`config.mk`:
```
export PLATFORM = sky130hd
export DESIGN_NAME = fitness_eval
export DESIGN_NICKNAME = d
export VERILOG_FILES = /design/src/rtl/fitness_eval_pkg.sv /design/src/rtl/fitness_lut.sv /design/src/rtl/fitness_eval.sv
export SDC_FILE = /design/constraint.sdc
export NUM_CORES = 1
export LEC_CHECK = 0
export BUFFER_PORTS_ARGS = -buffer_cell sky130_fd_sc_hd__buf_2
export CORE_ASPECT_RATIO = 1.25
export CORE_MARGIN = 3
export CORE_UTILIZATION = 25
export CTS_CLUSTER_SIZE = 30
export DETAILED_ROUTE_END_ITERATION = 10
export GPL_TIMING_DRIVEN = 0
export PLACE_DENSITY = 0.47
export SETUP_SLACK_MARGIN = 0.4
export SKIP_CTS_REPAIR_TIMING = 1
export SYNTH_ARGS = -nofsm -noshare
export SYNTH_HDL_FRONTEND = slang
export SYNTH_HIERARCHICAL = 1
export SYNTH_SLANG_ARGS = --single-unit
```
`constraint.sdc`:
```
create_clock -name clk_i -period 11.4 [get_ports clk_i]
set_clock_uncertainty 0.1 [all_clocks]
set_input_delay 1.14 -clock clk_i [delete_from_list [all_inputs] [get_ports clk_i]]
set_output_delay 1.14 -clock clk_i [all_outputs]
set_load 0.005 [all_outputs]
```
`src/rtl/fitness_eval_pkg.sv`:
```
// Shared sizing, coefficient array types and the unpacking helpers for fitness_eval.
package fitness_eval_pkg;
  localparam int NUM_PARTICLE_TYPE        = 3;
  localparam int DATA_WIDTH               = 4;
  localparam int PARTICLE_LENGTH          = 2;
  localparam int LATTICE_LENGTH           = 11;
  localparam int SELF_FIT_LENGTH          = 10;
  localparam int SELF_ENERGY_VEC_LENGTH   = NUM_PARTICLE_TYPE * DATA_WIDTH;
  localparam int INTERATION_MATRIX_LENGTH = NUM_PARTICLE_TYPE * NUM_PARTICLE_TYPE * DATA_WIDTH;
  localparam int INDIVIDUAL_LENGTH        = LATTICE_LENGTH * PARTICLE_LENGTH;
  localparam int POP_SIZE                 = 50;
  localparam int IDX_WIDTH                = $clog2(POP_SIZE);
  localparam int SUM_WIDTH                = $clog2(LATTICE_LENGTH * (2**DATA_WIDTH - 1) + 1);
  localparam int ACC_WIDTH                = SUM_WIDTH + 2;

  typedef logic [DATA_WIDTH-1:0]      coef_t;
  typedef logic [PARTICLE_LENGTH-1:0] code_t;
  typedef coef_t [NUM_PARTICLE_TYPE-1:0] se_arr_t;
  typedef coef_t [NUM_PARTICLE_TYPE-1:0][NUM_PARTICLE_TYPE-1:0] mat_arr_t;

  // Out-of-range code: used as the predecessor of position 0 so it adds no interaction.
  localparam code_t NO_PARTICLE = '1;
  localparam logic [IDX_WIDTH-1:0] LAST_RESULT = IDX_WIDTH'(POP_SIZE - 1);

  function automatic se_arr_t unpack_se(input logic [SELF_ENERGY_VEC_LENGTH-1:0] vec);
    se_arr_t arr;
    for (int i = 0; i < NUM_PARTICLE_TYPE; i++)
      arr[i] = vec[(NUM_PARTICLE_TYPE-1-i)*DATA_WIDTH +: DATA_WIDTH];
    return arr;
  endfunction

  function automatic mat_arr_t unpack_mat(input logic [INTERATION_MATRIX_LENGTH-1:0] vec);
    mat_arr_t arr;
    for (int a = 0; a < NUM_PARTICLE_TYPE; a++)
      for (int b = 0; b < NUM_PARTICLE_TYPE; b++)
        arr[a][b] = vec[(NUM_PARTICLE_TYPE*NUM_PARTICLE_TYPE-1-(a*NUM_PARTICLE_TYPE+b))*DATA_WIDTH +: DATA_WIDTH];
    return arr;
  endfunction
endpackage

```
`src/rtl/fitness_lut.sv`:
```
// Combinational self-energy and pairwise-interaction lookup for one lattice position.
// No latency, no flow control; codes beyond the particle table contribute zero.
module fitness_lut
  import fitness_eval_pkg::*;
(
  input  se_arr_t  se,
  input  mat_arr_t mat,
  input  code_t    code_prev,
  input  code_t    code,
  output coef_t    self_val,
  output coef_t    inter_val
);
  always_comb begin
    self_val  = '0;
    inter_val = '0;
    if (int'(code) < NUM_PARTICLE_TYPE) begin
      self_val = se[code];
      if (int'(code_prev) < NUM_PARTICLE_TYPE)
        inter_val = mat[code_prev][code];
    end
  end
endmodule

```
`src/rtl/fitness_eval.sv`:
```
// Pipelined lattice energy evaluator: 3-cycle fixed latency, one individual per clock.
// Never stalls; coefficients load through a two-state IDLE/LOAD handshake.
module fitness_eval
  import fitness_eval_pkg::*;
(
  input  logic                                clk_i,
  input  logic                                rst_n,
  input  logic [SELF_ENERGY_VEC_LENGTH-1:0]   self_energy_vec_i,
  input  logic [INTERATION_MATRIX_LENGTH-1:0] interact_matrix_i,
  input  logic [INDIVIDUAL_LENGTH-1:0]        individual_vec_i,
  input  logic                                in_valid_i,
  input  logic                                Set_data_i,
  input  logic [IDX_WIDTH-1:0]                ind_idx_i,
  output logic                                out_valid_ff_o,
  output logic                                done_ff_o,
  output logic [SELF_FIT_LENGTH-1:0]          total_energy_ff_o,
  output logic [IDX_WIDTH-1:0]                ind_wb_idx_ff_o
);
  typedef enum logic {IDLE, LOAD} state_t;

  state_t                                state;
  logic [SELF_ENERGY_VEC_LENGTH-1:0]     se_vec_q;
  logic [INTERATION_MATRIX_LENGTH-1:0]   mat_vec_q;
  logic [IDX_WIDTH-1:0]                  res_cnt;

  se_arr_t  se_arr;
  mat_arr_t mat_arr;
  coef_t    lut_self  [LATTICE_LENGTH];
  coef_t    lut_inter [LATTICE_LENGTH];

  coef_t                s1_self  [LATTICE_LENGTH];
  coef_t                s1_inter [LATTICE_LENGTH];
  logic                 s1_vld;
  logic [IDX_WIDTH-1:0] s1_idx;
  logic [SUM_WIDTH-1:0] s2_self, s2_inter, self_sum, inter_sum;
  logic                 s2_vld;
  logic [IDX_WIDTH-1:0] s2_idx;
  logic [ACC_WIDTH-1:0] acc;

  assign se_arr  = unpack_se(se_vec_q);
  assign mat_arr = unpack_mat(mat_vec_q);

  for (genvar j = 0; j < LATTICE_LENGTH; j++) begin : g_pos
    code_t code_prev;
    if (j == 0) begin : g_head
      assign code_prev = NO_PARTICLE;
    end else begin : g_body
      assign code_prev = individual_vec_i[PARTICLE_LENGTH*(j-1) +: PARTICLE_LENGTH];
    end
    fitness_lut u_lut (
      .se        (se_arr),
      .mat       (mat_arr),
      .code_prev (code_prev),
      .code      (individual_vec_i[PARTICLE_LENGTH*j +: PARTICLE_LENGTH]),
      .self_val  (lut_self[j]),
      .inter_val (lut_inter[j])
    );
  end

  // Coefficient load FSM and result counter; counter clear wins over a coincident result.
  always_ff @(posedge clk_i or negedge rst_n) begin
    if (!rst_n) begin
      state     <= IDLE;
      se_vec_q  <= '0;
      mat_vec_q <= '0;
      res_cnt   <= '0;
      done_ff_o <= 1'b0;
    end else begin
      done_ff_o <= 1'b0;
      case (state)
        IDLE: if (Set_data_i) state <= LOAD;
        LOAD: begin
          se_vec_q  <= self_energy_vec_i;
          mat_vec_q <= interact_matrix_i;
          state     <= Set_data_i ? LOAD : IDLE;
        end
        default: state <= IDLE;
      endcase
      if (state == IDLE && Set_data_i) begin
        res_cnt <= '0;
      end else if (s2_vld) begin
        if (res_cnt == LAST_RESULT) begin
          res_cnt   <= '0;
          done_ff_o <= 1'b1;
        end else begin
          res_cnt <= res_cnt + 1'b1;
        end
      end
    end
  end

  always_comb begin
    self_sum  = '0;
    inter_sum = '0;
    for (int j = 0; j < LATTICE_LENGTH; j++) begin
      self_sum  = self_sum  + SUM_WIDTH'(s1_self[j]);
      inter_sum = inter_sum + SUM_WIDTH'(s1_inter[j]);
    end
  end

  assign acc = ACC_WIDTH'(s2_self) + (ACC_WIDTH'(s2_inter) << 1);

  always_ff @(posedge clk_i or negedge rst_n) begin
    if (!rst_n) begin
      for (int j = 0; j < LATTICE_LENGTH; j++) begin
        s1_self[j]  <= '0;
        s1_inter[j] <= '0;
      end
      s1_vld            <= 1'b0;
      s1_idx            <= '0;
      s2_self           <= '0;
      s2_inter          <= '0;
      s2_vld            <= 1'b0;
      s2_idx            <= '0;
      out_valid_ff_o    <= 1'b0;
      total_energy_ff_o <= '0;
      ind_wb_idx_ff_o   <= '0;
    end else begin
      for (int j = 0; j < LATTICE_LENGTH; j++) begin
        s1_self[j]  <= lut_self[j];
        s1_inter[j] <= lut_inter[j];
      end
      s1_vld         <= in_valid_i;
      s1_idx         <= ind_idx_i;
      s2_self        <= self_sum;
      s2_inter       <= inter_sum;
      s2_vld         <= s1_vld;
      s2_idx         <= s1_idx;
      out_valid_ff_o <= s2_vld;
      if (s2_vld) begin
        total_energy_ff_o <= SELF_FIT_LENGTH'(acc);
        ind_wb_idx_ff_o   <= s2_idx;
      end
    end
  end
endmodule

```
=== After elaboration in Yosys (flattened, before gate mapping) ===
Cells that the tools add are included.
W data, S select, Z words.

* Mux-type cells: 100
* Reduce and logical (&&, ||, !) cells: 2
* Equality and inequality tests: 1
* Add/subtract/negate cells: 21
* Bitwise gates (word level): 1
* Magnitude comparators: 22

{| class="wikitable"
|+ Operators by type and width
! cell !! count
|-
| $bmux W12 S2 || 10
|-
| $mux W4 || 52
|-
| $bmux W4 S2 || 21
|-
| $mux W12 || 10
|-
| $add A8 B4 Y8 || 11
|-
| $lt A2 B3 Y1 const B || 11
|-
| $lt A2 B2 Y1 const B || 11
|-
| $mux W6 || 3
|-
| $add A7 B4 Y8 || 2
|-
| $add A6 B4 Y7 || 2
|-
| $add A5 B4 Y6 || 2
|-
| $add A4 B4 Y5 || 2
|-
| $add A8 B9 Y10 || 1
|-
| $add A6 B1 Y6 const B || 1
|-
| $eq A6 B6 Y1 const B || 1
|-
| $mux W1 || 4
|-
| $reduce_bool A2 Y1 || 1
|-
| $logic_and A1 B1 Y1 || 1
|-
| $not A1 Y1 || 1
|}

* Input port bits: 80
* Output and inout port bits: 18
* Register bits: 187
* Word-level logic and storage cells: 182

=== Depth between registers and ports, before layout ===
Gate-level depths: netlist of run 1.

* Depth in word-level cells: 10
* Gate-level depth with buffers: 16
* Gate-level depth less buffers: 16

=== Modules after synthesis ===
The synthesis of run 1 kept the hierarchy.

{| class="wikitable"
|+ By module, submodules not included
! module !! times used !! sequential area each (µm²) !! cells an instance !! area each (µm²)
|-
| fitness_eval || 1 || 4,779.6 || 577 || 8,371.8
|-
| fitness_lut || 11 || 0.0 || 78 || 486.7
|}

=== Worst setup path before layout of run 1 ===
OpenSTA, ideal clock, no wires.

* Path kind: reg2reg
* Start point: reg s1_inter[2] (netlist bit)
* End point: reg s2_inter[6]
* Arrival time: 4.139 ns
* Required time: 11.221 ns
* Buffers on the path: 0
* Library setup time: 0.079 ns
* Stages on the path, launching flop included: 15
* Path slack: 7.082 ns
* Period minus slack after synthesis: 4.318 ns
* Cell sequence: dfrtp_1 inv_1 fa_1 inv_1 fa_1 fa_1 fa_1 inv_1 fa_1 inv_1 ha_1 fa_1 a21o_1 a21oi_1 xor2_1

* Cells in the longest elaborated chain, start to end: 1

{| class="wikitable"
|+ Ends and longest elaborated chain
! element !! line !! RTL
|-
| start: declaration || fitness_eval.sv:32 || <nowiki>coef_t s1_inter [LATTICE_LENGTH];</nowiki>
|-
| start signal: indexed assignment || fitness_eval.sv:121 || <nowiki>s1_inter[j] <= lut_inter[j];</nowiki>
|-
| $add A8 B4 Y8 || fitness_eval.sv:97 || <nowiki>inter_sum = inter_sum + SUM_WIDTH'(s1_inter[j]);</nowiki>
|-
| net inter_sum[6] || fitness_eval.sv:35 || <nowiki>logic [SUM_WIDTH-1:0] s2_self, s2_inter, self_sum, inter_sum;</nowiki>
|-
| end signal: assignment || fitness_eval.sv:126 || <nowiki>s2_inter <= inter_sum;</nowiki>
|-
| end: declaration || fitness_eval.sv:35 ||
|}

The timed path passes the listed nets, and every way through them passes these cells.
A chain may end at the register's enable or synchronous reset.

=== Worst setup path in the final report of run 1 ===
* Start point: reg s1_self[2] (netlist bit)
* End point: reg s2_self[6]

* Cells in the longest elaborated chain, start to end: 1

{| class="wikitable"
|+ Ends and longest elaborated chain
! element !! line !! RTL
|-
| start: declaration || fitness_eval.sv:31 || <nowiki>coef_t s1_self [LATTICE_LENGTH];</nowiki>
|-
| start signal: indexed assignment || fitness_eval.sv:120 || <nowiki>s1_self[j] <= lut_self[j];</nowiki>
|-
| $add A8 B4 Y8 || fitness_eval.sv:96 || <nowiki>self_sum = self_sum + SUM_WIDTH'(s1_self[j]);</nowiki>
|-
| net self_sum[6] || fitness_eval.sv:35 ||
|-
| end signal: assignment || fitness_eval.sv:125 || <nowiki>s2_self <= self_sum;</nowiki>
|-
| end: declaration || fitness_eval.sv:35 ||
|}

The timed path passes the listed nets, and every way through them passes these cells.

==> results of run 1 <==
==> how the worst min path moves through the flow <==
stage               from        end
4_1_cts        s1_idx[4]  s2_idx[4]
3_3_place_gp   s1_idx[1]  s2_idx[1]
3_5_place_dp   s1_idx[0]  s2_idx[0]
6_report       s1_idx[4]  s2_idx[4]
5_1_grt        s1_idx[5]  s2_idx[5]
2_1_floorplan  s1_idx[0]  s2_idx[0]
==> routing by layer <==
metal  wire length [um]  global-route usage [%]
met1              18840                   18.97
met2              23600                   29.22
met3               2531                   3.517
met4               2965                   9.775
met5                 10                       0
==> stage by stage <==
step | setup WS (ps) | util (%) | hold WS (ps)
2_1_floorplan | 7082 | - | 231.2
3_3_place_gp | 5743 | 28.03 | 234.0
3_5_place_dp | 6691 | 28.15 | 235.6
4_1_cts | 6667 | 29.21 | 254.9
5_1_grt | 6582 | 29.21 | 260.0
6_report | 6826 | 29.22 | 249.1
==> critical path: cells and delay by family, from the launching register on <==
kind | cells | cell delay (ps)
compound gates | 2 | 180
xor+xnor | 1 | 270
fa+ha+maj | 7 | 3280
buf+inv | 4 | 230
flops | 1 | 390
==> where the power goes <==
group	internal, mW	switching [mW]	total [mW]
sequential	0.808	0.156	0.965
combinational	0.732	0.905	1.64
clock	0.291	0.321	0.612
total	1.83	1.38	3.21
==> flip-flops by register name, indices dropped and copies added (netlist names) <==
name               cells
s1_inter              44
s1_self               44
mat_vec_q             36
se_vec_q              12
total_energy_ff_o     10
s2_inter               8
s2_self                8
ind_wb_idx_ff_o        6
res_cnt                6
s1_idx                 6
s2_idx                 6
done_ff_o              1
out_valid_ff_o         1
s1_vld                 1
s2_vld                 1
state                  1
==> kinds of logic (layout without fill, tap and decap cells) <==
group	count (synthesis)	after routing
compound gates	420	420
simple gates	353	353
buf+inv	254	385
flops	191	191
fa+ha+maj	104	104
mux	104	104
xor+xnor	8	8
other cells	1	13
==> area by class of cell <==
class | instances | share of cell area, %
Timing Repair Buffer | 99 | 3.484
Antenna cell | 2 | 0.03167
Multi-Input combinational cell | 1000 | 49.36
Buffer | 55 | 2.763
Clock buffer | 18 | 2.716
Tap cell | 727 | 5.756
Sequential cell | 191 | 30.25
Clock inverter | 14 | 0.9184
Inverter | 199 | 4.727
==> synthesized netlist by cell type, drive strengths merged, types with 25 or more instances <==
master	number	area, um^2
nor2b	169	1167
mux2i	46	460.4
a21oi	79	395.4
inv	199	747.0
dfrtp	191	4780
mux2	58	653.1
o221ai	45	394.1
nor2	25	93.84
nand2	73	356.6
nand4	35	219.0
ha	35	437.9
nand2b	37	231.5
buf	53	429.2
fa	69	1381
o21ai	204	1021
==> results.sh, run 1 <==
export IMPL_status="finished clean"
export IMPL_worstSetupStartpointType="flip-flop"
export IMPL_leakage_nw=7.074
export IMPL_grt_overflow_total=0
export IMPL_ys_flop_type="sky130_fd_sc_hd__dfrtp_1"
export IMPL_route_antenna_remaining_nets=0
export IMPL_post_drt_via_cell_ratio=4.886
export IMPL_drive_above_1_share_pct=22.21
export IMPL_first_iter_violations=786
export IMPL_grt_start_max_net_pins=112
export IMPL_post_drt_wl_per_cell_um=20.80
export IMPL_grt_pass1_wl_mm=71.46
export IMPL_timing_critical_path_arrival_ps=4840
export IMPL_cts_sinks=191
export IMPL_dp_cells=2271
export IMPL_routed_wirelength_mm=47.95
export IMPL_synth_adder_area_share_pct=13.25
export IMPL_synth_mux_area_fraction_pct=8.113
export IMPL_instances_no_fill=2305
export IMPL_vdd_drop_max_mv=0.1522
export IMPL_clock_insertion_delay_worst_skew_ps=500
export IMPL_register_area_um2=4780
export IMPL_drc=0
export IMPL_timing_max_transition_violations_final=0
export IMPL_timing_final_setup_violations=0
export IMPL_clock_tree_buffer_depth=2
export IMPL_detail_route_first_pass_iterations=6
export IMPL_max_freq_mhz=218.6
export IMPL_finalSetupTns_ps=0
export IMPL_worstPathRequired_ps=11670
export IMPL_post_synthesis_instance_total=1435
export IMPL_critical_path_class="flip-flop to flip-flop"
export IMPL_synth_xor_xnor_area_share_pct=0.5105
export IMPL_worst_setup_path_endpoint="s2_self[6]"
export IMPL_htree_levels=4
export IMPL_synth_sequential_area_ratio_pct=34.82
export IMPL_critical_path_top_cell_by_count="sky130_fd_sc_hd__fa_1"
export IMPL_dieHeight_um=268.0
export IMPL_gpl_final_weighted_congestion=0.8918
export IMPL_grt_antenna_before_repair=4
export IMPL_clk_pin_slew_ps=80
export IMPL_globalRouteTotalUtil_pct=16.72
export IMPL_postSynthRegisterBits=191
export IMPL_min_delay_path_class="flip-flop to flip-flop"
export IMPL_rr_worst_depth=14
export IMPL_cell_row_count=95
export IMPL_power_density_cell_area_nw_per_um2=203.3
export IMPL_port_buffer_count=97
export IMPL_final_min_clock_period_ps=4574
export IMPL_synth_distinct_cells=48
export IMPL_report_power_total_mw=3.213
export IMPL_design_area_um2=15800
export IMPL_top_level_ports=98
export IMPL_clockRootBuffer="sky130_fd_sc_hd__clkbuf_16"
export IMPL_core_um2=54080
export IMPL_first_global_vias=11480
export IMPL_synthSimpleGateAreaFrac_pct=15.76
export IMPL_syn_mean_instance_area_um2=9.565
export IMPL_holdPathStages=0
export IMPL_finalHoldViolCount=0
export IMPL_tritoncts="yes"
export IMPL_reg2reg_setup_slack_ps=6830
export IMPL_worst_path_maximum_fanout=2
export IMPL_timing_rr_end="s2_self[6]"
export IMPL_via_count=11260
export IMPL_setup_worst_path_start="s1_self[2]"
export IMPL_detailed_place_area_um2=15220
export IMPL_initial_utilization_pct=25.38
export IMPL_timing_max_cap_violations=0
export IMPL_area_occupied_by_multi_input_gates_um2=7800
export IMPL_postSynth_asyncResetShare_pct=100.0
export IMPL_dominant_combinational_cell_family_by_area_after_synthesis="compound AO/OA/AOI/OAI gates"
export IMPL_synthesis_yosys_warnings=6
export IMPL_worst_relative_slew_slack_pct=37.33
export IMPL_post_route_period_util_pct=40.12
export IMPL_layout_cells_most_common_list="191 x sky130_fd_sc_hd__dfrtp_1, 155 x sky130_fd_sc_hd__inv_1, 143 x sky130_fd_sc_hd__o21ai_1"
export IMPL_finalNetCount=1747
export IMPL_crit_path_top_delay_cell="sky130_fd_sc_hd__fa_1"
export IMPL_dieWidth_um=215.6
export IMPL_dieArea_um2=57770
export IMPL_cell_chain_critical_path="fa_1, inv_1, fa_1, fa_1, fa_1, inv_1, fa_1, ha_1, inv_1, fa_1, inv_1, a21o_1, a21oi_1, xnor2_1"
export IMPL_worstMarginPinSlew_ps=940.1
export IMPL_worst_setup_path_end_kind="flip-flop"
export IMPL_fillCellCount=5709
export IMPL_rr_startpoint="s1_self[2]"
export IMPL_most_frequent_standard_cell_in_the_layout_excluding_fill_and_tap_cells="sky130_fd_sc_hd__dfrtp_1"
export IMPL_number_of_synthesized_flops_with_an_enable_pin=0
export IMPL_cts_inserted_buffers=17
export IMPL_synth_compound_area_share_pct=18.89
export IMPL_place_detailed_hpwl_mm=33.65
export IMPL_synth_cell_area_um2=13730
export IMPL_areaGrowthSynthToFinish_pct=15.13
export IMPL_critical_path_max_stage_delay_ps=550
export IMPL_rsz0062_at_grt="false"
Power figures use the tool's default switching activity.
==> inputs of run 2 (changes only) <==
- PLACE_DENSITY: 0.47 -> 0.48
- clock period: 11.4 -> 4.05 ns (I/O delays scaled with it)
==> results.sh, run 2 (synthesis results as in run 1) <==
export IMPL_finalHoldViolCount=0
export IMPL_clock_insertion_delay_worst_skew_ps=490
export IMPL_timing_max_transition_violations_final=0
export IMPL_timing_critical_path_arrival_ps=4540
export IMPL_layout_setup_ws_ps=-176.6
export IMPL_rr_worst_depth=12
export IMPL_min_to="mat_vec_q[4]"
export IMPL_routed_wirelength_mm=46.84
export IMPL_drc=0
export IMPL_top_level_ports=98
export IMPL_dieArea_um2=57770
export IMPL_worstMarginPinSlew_ps=1002
export IMPL_worst_path_maximum_fanout=2
export IMPL_final_min_clock_period_ps=4227
export IMPL_grt_antenna_before_repair=2
export IMPL_final_hold_worst_slack_ps=38.48
export IMPL_post_drt_wl_per_cell_um=20.25
export IMPL_post_drt_via_cell_ratio=4.858
export IMPL_finalNetCount=1756
export IMPL_register_area_um2=4780
export IMPL_grt_overflow_total=0
export IMPL_top_regs="s1_inter x44, s1_self x44, mat_vec_q x36"
export IMPL_holdPathStages=2
export IMPL_tritoncts="yes"
export IMPL_via_count=11240
export IMPL_design_area_um2=15980
export IMPL_timing_rr_end="s2_inter[6]"
export IMPL_most_frequent_standard_cell_in_the_layout_excluding_fill_and_tap_cells="sky130_fd_sc_hd__dfrtp_1"
export IMPL_post_route_period_util_pct=104.4
export IMPL_finalSetupTns_ps=-585.4
export IMPL_areaGrowthSynthToFinish_pct=16.43
export IMPL_violations="setup timing"
export IMPL_initial_utilization_pct=25.38
export IMPL_first_global_vias=11410
export IMPL_timing_final_setup_violations=5
export IMPL_detail_route_first_pass_iterations=5
export IMPL_fillCellCount=5703
export IMPL_worstPathRequired_ps=4360
export IMPL_vdd_drop_max_mv=0.4932
export IMPL_share_of_the_core_filled_with_cells_pct=29.55
export IMPL_layout_cells_most_common_list="191 x sky130_fd_sc_hd__dfrtp_1, 146 x sky130_fd_sc_hd__inv_1, 143 x sky130_fd_sc_hd__o21ai_1"
export IMPL_area_occupied_by_multi_input_gates_um2=7873
export IMPL_worst_relative_slew_slack_pct=33.18
export IMPL_detailed_place_area_um2=15220
export IMPL_leakage_nw=7.136
export IMPL_max_freq_mhz=236.6
export IMPL_clock_tree_buffer_depth=2
export IMPL_htree_levels=4
export IMPL_first_iter_violations=940
export IMPL_port_buffer_count=97
export IMPL_min_delay_path_class="primary input to flip-flop"
export IMPL_cts_inserted_buffers=17
export IMPL_place_worst_setup_slack_ps=-225.1
export IMPL_drive_above_1_share_pct=23.61
export IMPL_gpl_final_weighted_congestion=0.9075
export IMPL_clockRootBuffer="sky130_fd_sc_hd__clkbuf_16"
export IMPL_critical_path_class="flip-flop to flip-flop"
export IMPL_cell_row_count=95
export IMPL_timing_max_cap_violations=0
export IMPL_cts_sinks=191
export IMPL_worst_setup_path_end_kind="flip-flop"
export IMPL_dieWidth_um=215.6
export IMPL_power_density_cell_area_nw_per_um2=603.5
export IMPL_route_antenna_remaining_nets=0
export IMPL_core_um2=54080
export IMPL_rr_startpoint="s1_inter[26]"
export IMPL_worstSetupStartpointType="flip-flop"
export IMPL_status="finished, violations left"
export IMPL_reg2reg_setup_slack_ps=-180
export IMPL_clk_pin_slew_ps=90
export IMPL_place_detailed_hpwl_mm=33.31
export IMPL_timing_hold_worst_start="interact_matrix_i[4]"
export IMPL_globalRouteTotalUtil_pct=16.36
export IMPL_grt_start_max_net_pins=117
export IMPL_rsz0062_at_grt="true"
export IMPL_dieHeight_um=268.0
export IMPL_grt_pass1_wl_mm=70.48
run 2: changes by cell type in the layout (fill, tap and decap cells not counted), sizes merged:
cell / change
bufinv: +1
clkinv: +1
dlygate4sd3: +9
clkinvlp: -4
clkbuf: -1
inv: +2
run 2: through the flow:
stage	instances	power (mW)
2_1_floorplan	1445	6.128
3_3_place_gp	2269	7.517
3_5_place_dp	2270	7.604
4_1_cts	2301	9.437
5_1_grt	2311	10.60
6_report	2313	9.643
run 2: final cells by class:
class	instances	area share, %
diodes	2	0.03132
clock inverters	14	1.151
multi-input cells	1000	49.26
inverters	199	4.674
flip-flops and latches	191	29.91
well taps	727	5.692
repair buffers	108	3.884
plain buffers	55	2.733
clock buffers	17	2.662
run 2: how the worst max path moves through the flow:
stage,startpoint,to,slack [ps],cells after the start
3_3_place_gp,rst_n,ind_wb_idx_ff_o[2],-1000,1
3_5_place_dp,s1_self[34],s2_self[6],-230,14
2_1_floorplan,s1_inter[2],s2_inter[6],30,14
6_report,s1_inter[26],s2_inter[6],-180,12
5_1_grt,s1_inter[11],s2_inter[6],-350,13
4_1_cts,s1_inter[10],s2_inter[6],-240,14
run 2: where the power goes:
part,internal (mW),switching (mW)
logic,2.41,2.74
registers,2.28,0.434
clock network,0.890,0.898
run 2: routing by layer:
| metal | GRT usage (%) | part of all wire (%) | vias up |
|---|---|---|---|
| met2 | 26.87 | 47 | 447 |
| met1 | 20.33 | 42 | 5480 |
| met5 | 0 | 0 | - |
| li1 | - | - | 5190 |
| met4 | 10.08 | 5.7 | 0 |
| met3 | 2.567 | 5.3 | 120 |
run 2: worst max-delay path: stages, from the launching register on:
cell and delay [ps]:
sky130_fd_sc_hd__dfrtp_1 420, sky130_fd_sc_hd__fa_1 570, sky130_fd_sc_hd__fa_1 460, sky130_fd_sc_hd__fa_1 510
sky130_fd_sc_hd__fa_1 500, sky130_fd_sc_hd__inv_1 50, sky130_fd_sc_hd__fa_1 480, sky130_fd_sc_hd__inv_1 50
sky130_fd_sc_hd__ha_2 180, sky130_fd_sc_hd__fa_2 370, sky130_fd_sc_hd__a21o_1 180, sky130_fd_sc_hd__a21oi_2 120
sky130_fd_sc_hd__xor2_1 150
==> inputs of run 3 (changes only) <==
- MAX_ROUTING_LAYER: not set -> met4
==> results.sh, run 3 (synthesis results as in run 1) <==
export IMPL_worstSetupStartpointType="flip-flop"
export IMPL_clock_insertion_delay_worst_skew_ps=490
export IMPL_rr_startpoint="s1_inter[14]"
export IMPL_worstMarginPinSlew_ps=967.7
export IMPL_grt_start_max_net_pins=99
export IMPL_port_buffer_count=97
export IMPL_most_frequent_standard_cell_in_the_layout_excluding_fill_and_tap_cells="sky130_fd_sc_hd__dfrtp_1"
export IMPL_clockRootBuffer="sky130_fd_sc_hd__clkbuf_16"
export IMPL_leakage_nw=7.113
export IMPL_grt_busiest_layer="met2"
export IMPL_cell_chain_critical_path="fa_1, fa_1, fa_1, fa_1, inv_1, fa_1, inv_2, ha_4, fa_2, a21o_1, a21oi_2, xor2_1"
export IMPL_worst_relative_slew_slack_pct=35.49
export IMPL_finalHoldViolCount=0
export IMPL_holdPathStages=2
export IMPL_drive_above_1_share_pct=23.80
export IMPL_critical_path_class="flip-flop to flip-flop"
export IMPL_gpl_final_weighted_congestion=0.9164
export IMPL_route_antenna_remaining_nets=0
export IMPL_status="finished, violations left"
export IMPL_rsz0062_at_grt="true"
export IMPL_worst_setup_path_end_kind="flip-flop"
export IMPL_grt_overflow_total=0
export IMPL_first_global_vias=11480
export IMPL_first_iter_violations=811
export IMPL_via_count=11280
export IMPL_fillCellCount=5682
export IMPL_min_delay_path_class="primary input to flip-flop"
export IMPL_design_area_um2=15970
export IMPL_grt_antenna_before_repair=3
export IMPL_antenna_cell_count=0
export IMPL_gr_usage_met3_pct=2.895
export IMPL_detailed_place_area_um2=15220
export IMPL_post_drt_wl_per_cell_um=20.49
export IMPL_initial_utilization_pct=25.38
export IMPL_core_um2=54080
export IMPL_areaGrowthSynthToFinish_pct=16.38
export IMPL_htree_levels=4
export IMPL_dieHeight_um=268.0
export IMPL_worstPathRequired_ps=4360
export IMPL_tritoncts="yes"
export IMPL_routed_wirelength_mm=47.36
export IMPL_rr_worst_depth=12
export IMPL_drc=0
export IMPL_cts_sinks=191
export IMPL_violations="setup timing"
export IMPL_max_freq_mhz=236.9
export IMPL_top_level_ports=98
export IMPL_met1_usage_pct=19.76
export IMPL_timing_final_setup_violations=3
export IMPL_timing_critical_path_arrival_ps=4530
export IMPL_power_density_cell_area_nw_per_um2=608.1
export IMPL_worst_path_maximum_fanout=2
export IMPL_layout_cells_most_common_list="191 x sky130_fd_sc_hd__dfrtp_1, 143 x sky130_fd_sc_hd__o21ai_1, 142 x sky130_fd_sc_hd__inv_1"
export IMPL_cts_inserted_buffers=17
export IMPL_globalRouteTotalUtil_pct=16.92
export IMPL_layout_setup_ws_ps=-171.0
export IMPL_timing_max_cap_violations=0
export IMPL_crit_path_top_delay_cell="sky130_fd_sc_hd__fa_1"
export IMPL_dieWidth_um=215.6
export IMPL_grt_pass1_wl_mm=70.66
export IMPL_timing_max_transition_violations_final=0
export IMPL_post_route_period_util_pct=104.2
export IMPL_final_min_clock_period_ps=4221
export IMPL_setup_worst_path_start="s1_inter[14]"
export IMPL_cell_row_count=95
export IMPL_top_regs="s1_inter x44, s1_self x44, mat_vec_q x36"
export IMPL_post_drt_via_cell_ratio=4.883
export IMPL_critical_path_top_cell_by_count="sky130_fd_sc_hd__fa_1"
export IMPL_final_hold_worst_slack_ps=39.54
export IMPL_grt_util_met2_pct=27.07
export IMPL_report_power_total_mw=9.714
export IMPL_timing_hold_worst_start="interact_matrix_i[14]"
export IMPL_clock_tree_buffer_depth=2
export IMPL_vdd_drop_max_mv=0.4379
export IMPL_place_detailed_hpwl_mm=33.51
export IMPL_dieArea_um2=57770
export IMPL_detail_route_first_pass_iterations=5
export IMPL_critical_path_max_stage_delay_ps=640
export IMPL_clk_pin_slew_ps=80
export IMPL_finalNetCount=1755
==> run 3: cell types whose count changed in the layout (fill, tap and decap cells not counted), moves of 2 or more <==
cell                         delta
sky130_fd_sc_hd__inv_1          -4
sky130_fd_sc_hd__inv_8          -2
sky130_fd_sc_hd__inv_2          +4
sky130_fd_sc_hd__diode_2        -2
sky130_fd_sc_hd__clkinvlp_4     +3
==> run 3: power breakdown <==
group	switching [mW]	internal [mW]
clock network	0.898	0.880
logic	2.83	2.39
registers	0.436	2.28
==> run 3: area by class of cell <==
type / count / area [um^2] / area share (%)
Multi-Input combinational cell: 1000 / 7884 / 49.35
Sequential cell: 191 / 4780 / 29.92
Tap cell: 727 / 909.6 / 5.694
Inverter: 199 / 747.0 / 4.676
Timing Repair Buffer: 107 / 613.1 / 3.838
Buffer: 55 / 436.7 / 2.734
Clock buffer: 18 / 429.2 / 2.687
Clock inverter: 14 / 175.2 / 1.097
==> run 3: final timing paths <==
path | to | slack, ps
min | mat_vec_q[14] | 40
min in group asynchronous | s1_inter[8] | 400
max in group asynchronous | se_vec_q[2] | 2470
max | s2_inter[6] | -170
max reg2reg | s2_inter[6] | -170
min reg2reg | s2_idx[3] | 250
==> run 3: stage by stage <==
stage	setup WS [ps]	setup TNS (ps)	utilization [%]	instances
after floorplan	32.66	0	-	1445
final	-171.0	-366.0	29.54	2311
after global routing	-267.7	-1179	29.54	2311
after global placement	-941.9	-176120	28.07	2269
after detailed placement	-257.1	-721.4	28.14	2270
after CTS	-252.1	-779.9	29.26	2302
==> run 3: layer usage <==
metal,share of wire (%),up-vias,wire (um)
met1,42,5488,19830
met3,4.8,168,2250
met2,47,436,22110
li1,-,5192,-
met5,0,-,0
met4,6.7,0,3164
==> run 3: worst max-delay path: cells and delay by family, from the launching register on <==
kind / cells / cell delay (ps)
flops: 1 / 390
xor+xnor: 1 / 150
fa+ha+maj: 7 / 3120
buf+inv: 2 / 100
compound gates: 2 / 290
